`src/rtl/io_console_responder_if.sv`:
```
// io_console_responder_if
//  Bundles the CPU/board-side signals of the console responder.
//  master: CPU datapath + board pins (drives requests, Enter, switches, OUT value)
//  slave : responder (returns in_data, stall and the eight 7-segment digits)
//  Signals: in_req, out_req, halt, enter_n, sw[SW_WIDTH], out_data[32] -> responder
//           in_data[32], stall, hex0..hex7[7] (active-low, bit0=a..bit6=g) <- responder
interface io_console_responder_if #(
  parameter int unsigned SW_WIDTH = 10
) ();
  logic                in_req;
  logic                out_req;
  logic                halt;
  logic                enter_n;
  logic [SW_WIDTH-1:0] sw;
  logic [31:0]         out_data;
  logic [31:0]         in_data;
  logic                stall;
  logic [6:0]          hex0, hex1, hex2, hex3, hex4, hex5, hex6, hex7;

  modport master (
    output in_req, out_req, halt, enter_n, sw, out_data,
    input  in_data, stall, hex0, hex1, hex2, hex3, hex4, hex5, hex6, hex7
  );

  modport slave (
    input  in_req, out_req, halt, enter_n, sw, out_data,
    output in_data, stall, hex0, hex1, hex2, hex3, hex4, hex5, hex6, hex7
  );
endinterface

```
`src/rtl/io_console_responder.sv`:
```
// io_console_responder
//  Device-side responder for the CPU IN/OUT/HLT handshake.
//  IN : waits for a debounced Enter press, returns the switches zero-extended, releases stall.
//  OUT: latches the value and converts it (sequential double-dabble) to signed decimal on
//       eight active-low 7-segment digits; hex7 shows '-', or 'H' while halt is high.
//  Ports: i_clk   system clock
//         i_rst_n asynchronous active-low reset
//         io_bus  io_console_responder_if.slave (requests, Enter, switches, in_data, stall, hex)
module io_console_responder #(
  parameter int unsigned DB_CYCLES = 1000,
  parameter int unsigned SW_WIDTH  = 10
) (
  input  logic                         i_clk,
  input  logic                         i_rst_n,
  io_console_responder_if.slave        io_bus
);
  localparam int unsigned CntW = $clog2(DB_CYCLES + 1);

  function automatic logic [6:0] seg7(input logic [3:0] d);
    unique case (d)
      4'd0:    seg7 = 7'h40;
      4'd1:    seg7 = 7'h79;
      4'd2:    seg7 = 7'h24;
      4'd3:    seg7 = 7'h30;
      4'd4:    seg7 = 7'h19;
      4'd5:    seg7 = 7'h12;
      4'd6:    seg7 = 7'h02;
      4'd7:    seg7 = 7'h78;
      4'd8:    seg7 = 7'h00;
      4'd9:    seg7 = 7'h10;
      default: seg7 = 7'h7F;
    endcase
  endfunction

  // ---------------- Enter synchronizer + debouncer ----------------
  logic            r_sync1, r_sync2, r_db, r_press;
  logic [CntW-1:0] r_db_cnt;

  always_ff @(posedge i_clk or negedge i_rst_n) begin
    if (!i_rst_n) begin
      r_sync1  <= 1'b1;
      r_sync2  <= 1'b1;
      r_db     <= 1'b1;
      r_db_cnt <= '0;
      r_press  <= 1'b0;
    end else begin
      r_sync1 <= io_bus.enter_n;
      r_sync2 <= r_sync1;
      r_press <= 1'b0;
      if (r_sync2 == r_db) begin
        r_db_cnt <= '0;
      end else if (r_db_cnt == CntW'(DB_CYCLES - 1)) begin
        // DB_CYCLES consecutive differing samples: accept the new level
        r_db_cnt <= '0;
        r_db     <= r_sync2;
        r_press  <= ~r_sync2;
      end else begin
        r_db_cnt <= r_db_cnt + 1'b1;
      end
    end
  end

  // ---------------- IN handshake FSM ----------------
  typedef enum logic [1:0] {StIdle, StWait, StAck, StRel} in_state_e;
  in_state_e   r_in_state, w_in_next;
  logic [31:0] r_in_data;

  always_ff @(posedge i_clk or negedge i_rst_n) begin
    if (!i_rst_n) begin
      r_in_state <= StIdle;
      r_in_data  <= '0;
    end else begin
      r_in_state <= w_in_next;
      if (r_in_state == StWait && r_press) begin
        r_in_data <= {{(32 - SW_WIDTH){1'b0}}, io_bus.sw};
      end
    end
  end

  always_comb begin
    w_in_next = r_in_state;
    unique case (r_in_state)
      StIdle:  if (io_bus.in_req) w_in_next = StWait;
      StWait:  if (r_press) w_in_next = StAck;
      StAck:   w_in_next = StRel;
      StRel:   if (r_db) w_in_next = StIdle;
      default: w_in_next = StIdle;
    endcase
  end

  // ---------------- OUT conversion FSM ----------------
  typedef enum logic [1:0] {CvIdle, CvShift, CvFin, CvDisp} cv_state_e;
  cv_state_e   r_cv_state, w_cv_next;
  logic        r_neg, r_ovf, r_armed, r_minus;
  logic [23:0] r_bin;
  logic [27:0] r_bcd;
  logic [4:0]  r_shift_cnt;
  logic [6:0]  r_hex [7];
  logic        w_busy, w_start, w_stall, w_seen;
  logic [31:0] w_abs;
  logic [27:0] w_bcd_adj;
  logic [6:0]  w_hex_new [7];

  assign w_busy  = (r_cv_state == CvShift) || (r_cv_state == CvFin);
  assign w_start = io_bus.out_req && !w_busy && r_armed;
  assign w_stall = (io_bus.in_req && r_in_state != StAck) || (io_bus.out_req && w_busy);
  // -2^31 negates to itself and lands in the overflow range
  assign w_abs   = io_bus.out_data[31] ? (32'd0 - io_bus.out_data) : io_bus.out_data;

  always_comb begin
    w_cv_next = r_cv_state;
    unique case (r_cv_state)
      CvIdle:  if (w_start) w_cv_next = CvShift;
      CvShift: if (r_shift_cnt == 5'd23) w_cv_next = CvFin;
      CvFin:   w_cv_next = CvDisp;
      CvDisp:  w_cv_next = w_start ? CvShift : CvIdle;
      default: w_cv_next = CvIdle;
    endcase
  end

  always_comb begin
    w_bcd_adj = r_bcd;
    for (int i = 0; i < 7; i++) begin
      if (r_bcd[4*i +: 4] >= 4'd5) w_bcd_adj[4*i +: 4] = r_bcd[4*i +: 4] + 4'd3;
    end
  end

  // Leading-zero blanking from the top digit down; hex0 always shown
  always_comb begin
    w_seen = 1'b0;
    for (int i = 6; i >= 0; i--) begin
      if (r_bcd[4*i +: 4] != 4'd0 || i == 0) w_seen = 1'b1;
      w_hex_new[i] = w_seen ? seg7(r_bcd[4*i +: 4]) : 7'h7F;
    end
    if (r_ovf) begin
      for (int i = 1; i < 7; i++) w_hex_new[i] = 7'h7F;
      w_hex_new[0] = 7'h06;
    end
  end

  always_ff @(posedge i_clk or negedge i_rst_n) begin
    if (!i_rst_n) begin
      r_cv_state  <= CvIdle;
      r_neg       <= 1'b0;
      r_ovf       <= 1'b0;
      r_armed     <= 1'b1;
      r_minus     <= 1'b0;
      r_bin       <= '0;
      r_bcd       <= '0;
      r_shift_cnt <= '0;
      for (int i = 0; i < 7; i++) r_hex[i] <= (i == 0) ? 7'h40 : 7'h7F;
    end else begin
      r_cv_state <= w_cv_next;
      // A stall-free cycle means the PC advanced, so the next out_req is a new instruction
      if (!io_bus.out_req || !w_stall) r_armed <= 1'b1;
      else if (w_start)                r_armed <= 1'b0;
      if (w_start) begin
        r_neg       <= io_bus.out_data[31];
        r_ovf       <= (w_abs > 32'd9_999_999);
        r_bin       <= w_abs[23:0];
        r_bcd       <= '0;
        r_shift_cnt <= '0;
      end else if (r_cv_state == CvShift) begin
        {r_bcd, r_bin} <= {w_bcd_adj, r_bin} << 1;
        r_shift_cnt    <= r_shift_cnt + 5'd1;
      end
      if (r_cv_state == CvDisp) begin
        for (int i = 0; i < 7; i++) r_hex[i] <= w_hex_new[i];
        r_minus <= r_neg && !r_ovf;
      end
    end
  end

  assign io_bus.in_data = r_in_data;
  assign io_bus.stall   = w_stall;
  assign io_bus.hex0    = r_hex[0];
  assign io_bus.hex1    = r_hex[1];
  assign io_bus.hex2    = r_hex[2];
  assign io_bus.hex3    = r_hex[3];
  assign io_bus.hex4    = r_hex[4];
  assign io_bus.hex5    = r_hex[5];
  assign io_bus.hex6    = r_hex[6];
  assign io_bus.hex7    = io_bus.halt ? 7'h09 : (r_minus ? 7'h3F : 7'h7F);
endmodule
```
`src/flat_wrapper.sv`:
```
// flat-port wrapper written by rule: the top's interface ports become plain ports
module io_console_responder_flat 
#(
  parameter int unsigned DB_CYCLES = 1000,
  parameter int unsigned SW_WIDTH  = 10
)
  (i_clk, i_rst_n, io_bus_in_req, io_bus_out_req, io_bus_halt, io_bus_enter_n, io_bus_sw, io_bus_out_data, io_bus_in_data, io_bus_stall, io_bus_hex0, io_bus_hex1, io_bus_hex2, io_bus_hex3, io_bus_hex4, io_bus_hex5, io_bus_hex6, io_bus_hex7);
  io_console_responder_if #(.SW_WIDTH(SW_WIDTH)) io_bus_i ();
  input  logic i_clk;
  input  logic i_rst_n;
  input wire logic [$bits(io_bus_i.in_req)-1:0] io_bus_in_req;
  input wire logic [$bits(io_bus_i.out_req)-1:0] io_bus_out_req;
  input wire logic [$bits(io_bus_i.halt)-1:0] io_bus_halt;
  input wire logic [$bits(io_bus_i.enter_n)-1:0] io_bus_enter_n;
  input wire logic [$bits(io_bus_i.sw)-1:0] io_bus_sw;
  input wire logic [$bits(io_bus_i.out_data)-1:0] io_bus_out_data;
  output wire logic [$bits(io_bus_i.in_data)-1:0] io_bus_in_data;
  output wire logic [$bits(io_bus_i.stall)-1:0] io_bus_stall;
  output wire logic [$bits(io_bus_i.hex0)-1:0] io_bus_hex0;
  output wire logic [$bits(io_bus_i.hex1)-1:0] io_bus_hex1;
  output wire logic [$bits(io_bus_i.hex2)-1:0] io_bus_hex2;
  output wire logic [$bits(io_bus_i.hex3)-1:0] io_bus_hex3;
  output wire logic [$bits(io_bus_i.hex4)-1:0] io_bus_hex4;
  output wire logic [$bits(io_bus_i.hex5)-1:0] io_bus_hex5;
  output wire logic [$bits(io_bus_i.hex6)-1:0] io_bus_hex6;
  output wire logic [$bits(io_bus_i.hex7)-1:0] io_bus_hex7;
  assign io_bus_i.in_req = io_bus_in_req;
  assign io_bus_i.out_req = io_bus_out_req;
  assign io_bus_i.halt = io_bus_halt;
  assign io_bus_i.enter_n = io_bus_enter_n;
  assign io_bus_i.sw = io_bus_sw;
  assign io_bus_i.out_data = io_bus_out_data;
  assign io_bus_in_data = io_bus_i.in_data;
  assign io_bus_stall = io_bus_i.stall;
  assign io_bus_hex0 = io_bus_i.hex0;
  assign io_bus_hex1 = io_bus_i.hex1;
  assign io_bus_hex2 = io_bus_i.hex2;
  assign io_bus_hex3 = io_bus_i.hex3;
  assign io_bus_hex4 = io_bus_i.hex4;
  assign io_bus_hex5 = io_bus_i.hex5;
  assign io_bus_hex6 = io_bus_i.hex6;
  assign io_bus_hex7 = io_bus_i.hex7;
  io_console_responder #(.DB_CYCLES(DB_CYCLES), .SW_WIDTH(SW_WIDTH)) u_core (.i_clk(i_clk), .i_rst_n(i_rst_n), .io_bus(io_bus_i));
endmodule
```
`config.mk`:
```
export PLATFORM = sky130hd
export DESIGN_NAME = io_console_responder_flat
export DESIGN_NICKNAME = d
export VERILOG_FILES = /design/src/rtl/io_console_responder_if.sv /design/src/rtl/io_console_responder.sv /design/src/flat_wrapper.sv
export SDC_FILE = /design/constraint.sdc
export NUM_CORES = 1
export LEC_CHECK = 0
export ABC_AREA = 1
export CAP_MARGIN = 30
export CORE_ASPECT_RATIO = 0.6
export CORE_UTILIZATION = 31
export CTS_CLUSTER_SIZE = 25
export DETAILED_ROUTE_END_ITERATION = 8
export SYNTH_ARGS = -nofsm -noshare
export SYNTH_HDL_FRONTEND = slang
export SYNTH_SLANG_ARGS = --single-unit
```
`constraint.sdc`:
```
create_clock -name i_clk -period 5.6 [get_ports i_clk]
set_input_delay 0.56 -clock i_clk [delete_from_list [all_inputs] [get_ports i_clk]]
set_output_delay 0.56 -clock i_clk [all_outputs]
set_load 0.02 [all_outputs]
```
==> summary.txt, run 1 <==
Status
  • Status: completed

Routing
  • DR vias: 7500
  • Vias/cell: 4.79
  • Final wirelength: ~22000 um
  • Post-DRT Antenna Nets: 0
  • Routed WL per cell: approximately 14 um
  • DR DRC count: 0
  • First-pass DRT Iterations: 5
  • Starting DRC count in detailed routing: approximately 670

Final layout
  • Share of layout cells above drive strength 1: 0.105
  • # diodes: 0
  • Commonest non-fill, non-tap cells in the layout: nand2_1 (177), inv_1 (168), nor2_1 (146)
  • Commonest non-fill, non-tap cell in the layout: nand2_1
  • Fin area: about 0.010 mm2
  • Layout Nets: about 1300
  • Area growth from synthesis to layout: 23.3%

Setup path
  • Data arrival time of the worst path: ~3200 ps
  • Critical Path Source Type: flip-flop
  • Data required, critical path: ~6000 ps
  • Crit. End Element: flip-flop
  • WS Path Type: flip-flop to flip-flop
  • RR Startpoint: u_core.r_cv_state[0]
  • Crit Path Max Fanout: 28
  • CP startpoint: u_core.r_cv_state[0]

Place
  • Gp weighted congestion: between 0.8 and 0.9
  • Detailed Place HPWL: 15700 um
  • Setup slack at placement: around 2400 ps
  • Placed cell area: 0.00993 mm2
  • Port Buffers: about 110

CTS
  • Skew-Pair Late Insertion Delay: 420 ps
  • Clock-pin slew on the worst setup and hold paths: approximately 60 ps
  • Post-CTS sizing: 0
  • Setup Buffers After CTS: 0
  • Max clock buf depth: 2
  • CTS tree: built
  • CTS buffer count: 17
  • Clock Sinks: 138
  • Cts hold-fix bufs: 0
  • H-tree depth: 4
  • CTS root buf: clkbuf_16

Timing
  • Slew @ Worst Pin: slightly below 1000 ps
  • Slew headroom: 0.357
  • Final clock skew: roughly 6 ps
  • Final Slew Violations: 0
  • Setup_tns: 0 ps
  • Fin crit period: 2950 ps
  • Fin worst setup slack: 2650 ps
  • Fin crit share: 0.526
  • RSZ-0062 raised after global routing: false
  • Count of final hold-check violations: 0
  • Final setup viols: 0
  • Max Freq: approximately 0.34 GHz

Synthesis
  • EDFF count, synth: 0
  • Top_reg_cell synth: dfrtp_1
  • Cells after Synth: around 1100
  • Syn avg cell area: 7.83 um2
  • #FFs+latches synth: 138
  • Distinct cells, synth: 48
  • Synth Cell Area: 0.00850 mm2
  • Post-synth ARST share: 1.00
  • Sequential fraction of the synthesis area: 0.413
  • Syn. warnings: 0

Run
  • # Max-Cap Violations: 0

Pwr
  • Peak VDD IR: ~0.00025 V
  • Combinational fraction of design power: 0.427
  • Cell Pwr Density: around 400 mW/mm2
  • Net Sw Frac: 0.433
  • Internal power: about 2400 uW
  • Clk pwr share: 0.255
  • Sw Pwr: about 1800 uW
  • P_leak: around 0.0047 uW
  • Seq pwr share: 0.318

Die
  • Initial Utilization: 0.318
  • Die width: about 220 um
  • Die area: 0.0281 mm2
  • Core ar.: between 0.02 and 0.03 mm2
  • Die height: about 130 um
  • FP Rows: between 40 and 50
  • Top-Level Pins: ~140

Hold path
  • Worst Hold Class: input port to asynchronous set/reset pin

GRT
  • Initial antenna violation count: 0
  • Global-route wire length before repair: 35700 um
  • Largest net degree at the start of global routing: 79
  • Vias in the first global route: between 6000 and 7000
  • Total gr overflow: 0
  • GR Util All Layers: 0.157
flip-flops by register name, indices dropped and copies added, names as in the netlist, 10 cells and up:
signal                 cells
u_core.r_bin              24
u_core.r_bcd              28
u_core.r_db_cnt           10
u_core.io_bus.in_data     10
stage by stage:
stage	instances	hold slack (ps)	power, uW	utilization
finish	1565	190	4230	0.393
global route	1565	233	4540	0.393
CTS	1565	190	4250	0.393
detailed placement	1533	347	3130	0.372
global placement	1532	345	3090	0.371
floorplan	1108	264	2600	-
cell type report:
class / count / area, um2
fill: 2715 / 16200
multi-input combinational: 743 / 4120
sequential: 138 / 3510
timing repair buffer: 120 / 1200
inverter: 172 / 646
tap: 360 / 450
clock buffer: 19 / 443
clock inverter: 13 / 118
power by group through the flow:
stage	Sequential, uW	Clock [uW]	Combinational (uW)
after floorplan	1320	0	1280
after global placement	1350	0	1740
after detailed placement	1360	0	1780
after CTS	1340	1120	1790
after global routing	1370	1150	2020
final	1340	1080	1800
Yosys cell counts (8+ instances only):
cell type / count / share of area
a21oi_1: 52 / 0.031
a31oi_1: 12 / 0.0088
buf_4: 27 / 0.024
clkbuf_1: 21 / 0.0093
dfrtp_1: 91 / 0.27
dfstp_2: 47 / 0.15
ha_1: 48 / 0.071
inv_1: 168 / 0.074
mux2_2: 10 / 0.013
nand2_1: 177 / 0.078
nand3_1: 37 / 0.022
nand4_1: 8 / 0.0059
nor2_1: 146 / 0.064
nor3_1: 16 / 0.0094
o21ai_0: 74 / 0.044
o221ai_1: 23 / 0.024
o22ai_1: 28 / 0.021
xor2_1: 11 / 0.011
final timing paths:
path	to	cells after the start	slack [ps]
max in group asynchronous	u_core.io_bus.in_data[2]	2	4100
min in group i_clk	u_core.r_sync2	0	350
worst min register to register	u_core.r_sync2	0	350
worst max-delay path	u_core.r_bcd[11]	8	2650
worst max register to register	u_core.r_bcd[11]	8	2650
worst min-delay path	u_core.r_bcd[11]	1	190
per-layer routing:
metal | vias to the layer above | wire length [um] | global-route usage
met3 | 15 | 1310 | 0.0380
met2 | 235 | 8690 | 0.221
li1 | 3737 | - | -
met4 | 0 | 180 | 0.0396
met1 | 3513 | 11400 | 0.238
met5 | - | 0 | 0
critical path: stages (launching register included):
cell     delay, ps
dfrtp_1        390
inv_1           90
ha_1           350
nor3_4         180
buf_4          310
inv_2          160
nand2_1        740
buf_4          450
o22ai_1        120
cell families after synthesis:
kind of cell,count (synthesis),share of synthesized area
and+or+nand+nor,421,0.213
adders and majority gates,48,0.0706
xor gates and xnor gates,17,0.0175
AOI/OAI and AO/OA,223,0.158
other,2,0.000883
DFF,138,0.413
buffers and inverters,227,0.113
muxes,10,0.0132
Power figures use the tool's default switching activity.
==> run 2: changes to the inputs <==
clock period = 2.9 ns   (was 5.6 ns; I/O delays follow)
==> run 2 against run 1 <==
Die area did not move. Global-route usage rose by 0.088 points. Wire length fell by 0.14%. Sequential share of layout area fell by 0.30 points. Clock power rose by 100%. Sequential power rose by 93%. First-iteration DRC count fell by 10%. Combinational power rose by 97%. Flip-flop and latch count did not move. Utilization rose by 0.36 points. Critical path depth fell by 3. Design area rose by 0.92%. Largest power group unchanged.
==> summary.txt, run 2 (synthesis results as in run 1) <==
Timing
  • Final clock skew: 8.73 ps (was 6.11 ps)
  • Fin crit period: about 2600 ps
  • Slew @ Worst Pin: 698 ps (was 962 ps)
  • Slew headroom: 0.535 (was 0.357)
  • Count of final hold-check violations: 0 (unchanged)
  • Max Freq: approximately 0.38 GHz
  • Setup_tns: 0 ps (unchanged)
  • Final setup viols: 0 (unchanged)
  • RSZ-0062 raised after global routing: false (unchanged)
  • Final Slew Violations: 0 (unchanged)
  • Fin crit share: 0.904

Setup path
  • Data arrival time of the worst path: 2330 ps (was 3230 ps)
  • WS Path Type: flip-flop to output port (was flip-flop to flip-flop)
  • Crit. End Element: output port (was flip-flop)
  • Data required, critical path: 2610 ps (was 5880 ps)
  • CP top delay family: buffers and inverters (unchanged)
  • Crit Path Max Fanout: 4 (was 28)
  • Critical Path Source Type: flip-flop (unchanged)
  • Most frequent CP cell: inv_1 (was buf_4)
  • Critical Path Max Stage Delay: 690 ps (was 740 ps)
  • CP bufs+invs: 3 (was 4)
  • Critical-path cell list: inv_1, ha_1, inv_1, o22ai_1, clkdlybuf4s50_1 (was inv_1, ha_1, nor3_4, buf_4, inv_2, nand2_1, buf_4, o22ai_1)
  • CP max stage cell: clkdlybuf4s50_1 (was nand2_1)

Die
  • Core ar.: 0.0267 mm2 (unchanged)
  • Die area: 0.0281 mm2 (unchanged)
  • Die height: 130 um (unchanged)
  • Die width: 216 um (unchanged)
  • FP Rows: 46 (unchanged)
  • Top-Level Pins: 137 (unchanged)
  • Initial Utilization: 0.318 (unchanged)

Final layout
  • Commonest non-fill, non-tap cells in the layout: nand2_1 (177), inv_1 (168), nor2_1 (146) (unchanged)
  • FILL cells: 2734 (was 2715)
  • # diodes: 0 (unchanged)
  • Commonest non-fill, non-tap cell in the layout: nand2_1 (unchanged)
  • Share of layout cells above drive strength 1: 0.107 (was 0.105)
  • Post-layout util: 0.396 (was 0.393)
  • Top reg by flops: u_core.r_bcd (unchanged)
  • Area growth from synthesis to layout: 24.4% (was 23.3%)
  • Layout Nets: 1293 (was 1288)
  • Largest regs: u_core.r_bcd: 28 flops, u_core.r_bin: 24 flops (unchanged)
  • Max reg flops: 28 (unchanged)
  • Cell Count, Final, Fillers Out: 1570 (was 1565)

Pwr
  • P_leak: 0.00473 uW (was 0.00468 uW)
  • Cell Pwr Density: 788 mW/mm2 (was 403 mW/mm2)
  • Peak VDD IR: 0.000395 V (was 0.000250 V)

CTS
  • Post-CTS sizing: 0 (unchanged)
  • Cts hold-fix bufs: 1 (was 0)
  • CTS buffer count: 17 (unchanged)
  • CTS tree: built (unchanged)
  • CTS root buf: clkbuf_16 (unchanged)
  • Clock Sinks: 138 (unchanged)
  • Clock-pin slew on the worst setup and hold paths: 60 ps (about the same)
  • H-tree depth: 4 (unchanged)
  • Max clock buf depth: 2 (unchanged)
  • Setup Buffers After CTS: 0 (unchanged)
  • Skew-Pair Late Insertion Delay: 430 ps (was 420 ps)

GRT
  • Largest net degree at the start of global routing: 75 (was 79)
  • GR Util All Layers: 0.158 (was 0.157)
  • Vias in the first global route: 6680 (was 6991)
  • Initial antenna violation count: 0 (unchanged)
  • Global-route wire length before repair: 35100 um (was 35700 um)
  • Total gr overflow: 0 (unchanged)

Routing
  • Starting DRC count in detailed routing: 598 (was 667)
  • Final wirelength: 21500 um (about the same)
  • Wire length on met2: 8330 um (was 8690 um)
  • M1 wire length: 11600 um (was 11400 um)
  • Routed wl met3: 1360 um (was 1310 um)
  • Highest metal used: met4 (unchanged)
  • Vias/cell: 4.72 (was 4.79)
  • DR vias: 7406 (was 7500)
  • Post-DRT Antenna Nets: 0 (unchanged)
  • DR DRC count: 0 (unchanged)
  • First-pass DRT Iterations: 8 (was 5)
  • Routed WL per cell: 13.7 um (was 13.8 um)

Place
  • Port Buffers: 112 (unchanged)
  • Detailed Place HPWL: 16000 um (was 15700 um)
  • Gp weighted congestion: 0.902 (was 0.868)
  • Placed Cells: 1537 (was 1533)

Status
  • Status: completed (unchanged)

Run
  • # Max-Cap Violations: 0 (unchanged)

Hold path
  • Worst Hold Class: input port to flip-flop (was input port to asynchronous set/reset pin)
## run 2: final timing paths
kind / startpoint / to / slack (ps) / cells after the start
worst max-delay path: u_core.r_cv_state[0] / io_bus_stall / 280 / 5
worst min-delay path: io_bus_enter_n / u_core.r_sync1 / 260 / 1
worst max register to register: u_core.r_bcd[20] / u_core.io_bus.hex1[6] / 600 / 12
worst min register to register: u_core.r_sync1 / u_core.r_sync2 / 360 / 0
max in group asynchronous: i_rst_n / u_core.io_bus.hex1[0] / 1600 / 3
min in group asynchronous: i_rst_n / u_core.r_bcd[27] / 460 / 2
## run 2: through the flow
step	total power [uW]	hold WS, ps	setup slack, ps	area, um2
floorplan	5020	-5.59	951	8590
global placement	6090	348	523	9970
detailed placement	6110	350	463	9970
CTS	8390	229	256	10600
global route	8950	256	160	10600
finish	8340	262	277	10600
## run 2: worst register-to-register path, stage by stage, from the launching register on
cell and delay, ps:
dfrtp_1 430, inv_1 140, ha_1 220, inv_1 120, nor3_4 250, nand3_2 150
nor3_2 180, nand3_2 200, nor3_2 200, nor2_1 130, nand3_1 80, o21ai_1 60
inv_1 70
## run 2: routing by layer
metal	GRT usage	vias up
li1	-	3749
met3	0.0357	23
met1	0.246	3393
met5	0	-
met2	0.209	241
met4	0.0534	0
## run 2: area by class of cell
| class | instances | area [um2] | share of cell area |
|---|---|---|---|
| Inverter | 172 | 646 | 0.0610 |
| Tap cell | 360 | 450 | 0.0426 |
| Sequential cell | 138 | 3510 | 0.332 |
| Clock buffer | 22 | 485 | 0.0459 |
| Timing Repair Buffer | 125 | 1260 | 0.119 |
| Clock inverter | 10 | 114 | 0.0108 |
| Multi-Input combinational cell | 743 | 4120 | 0.389 |
## run 2: where the power goes
part           switching (uW)  internal (uW)  total [uW]  leakage, uW
registers                 288           2300        2590      0.00167
clock network             851           1360        2210     0.000292
logic                    2380           1160        3540      0.00277
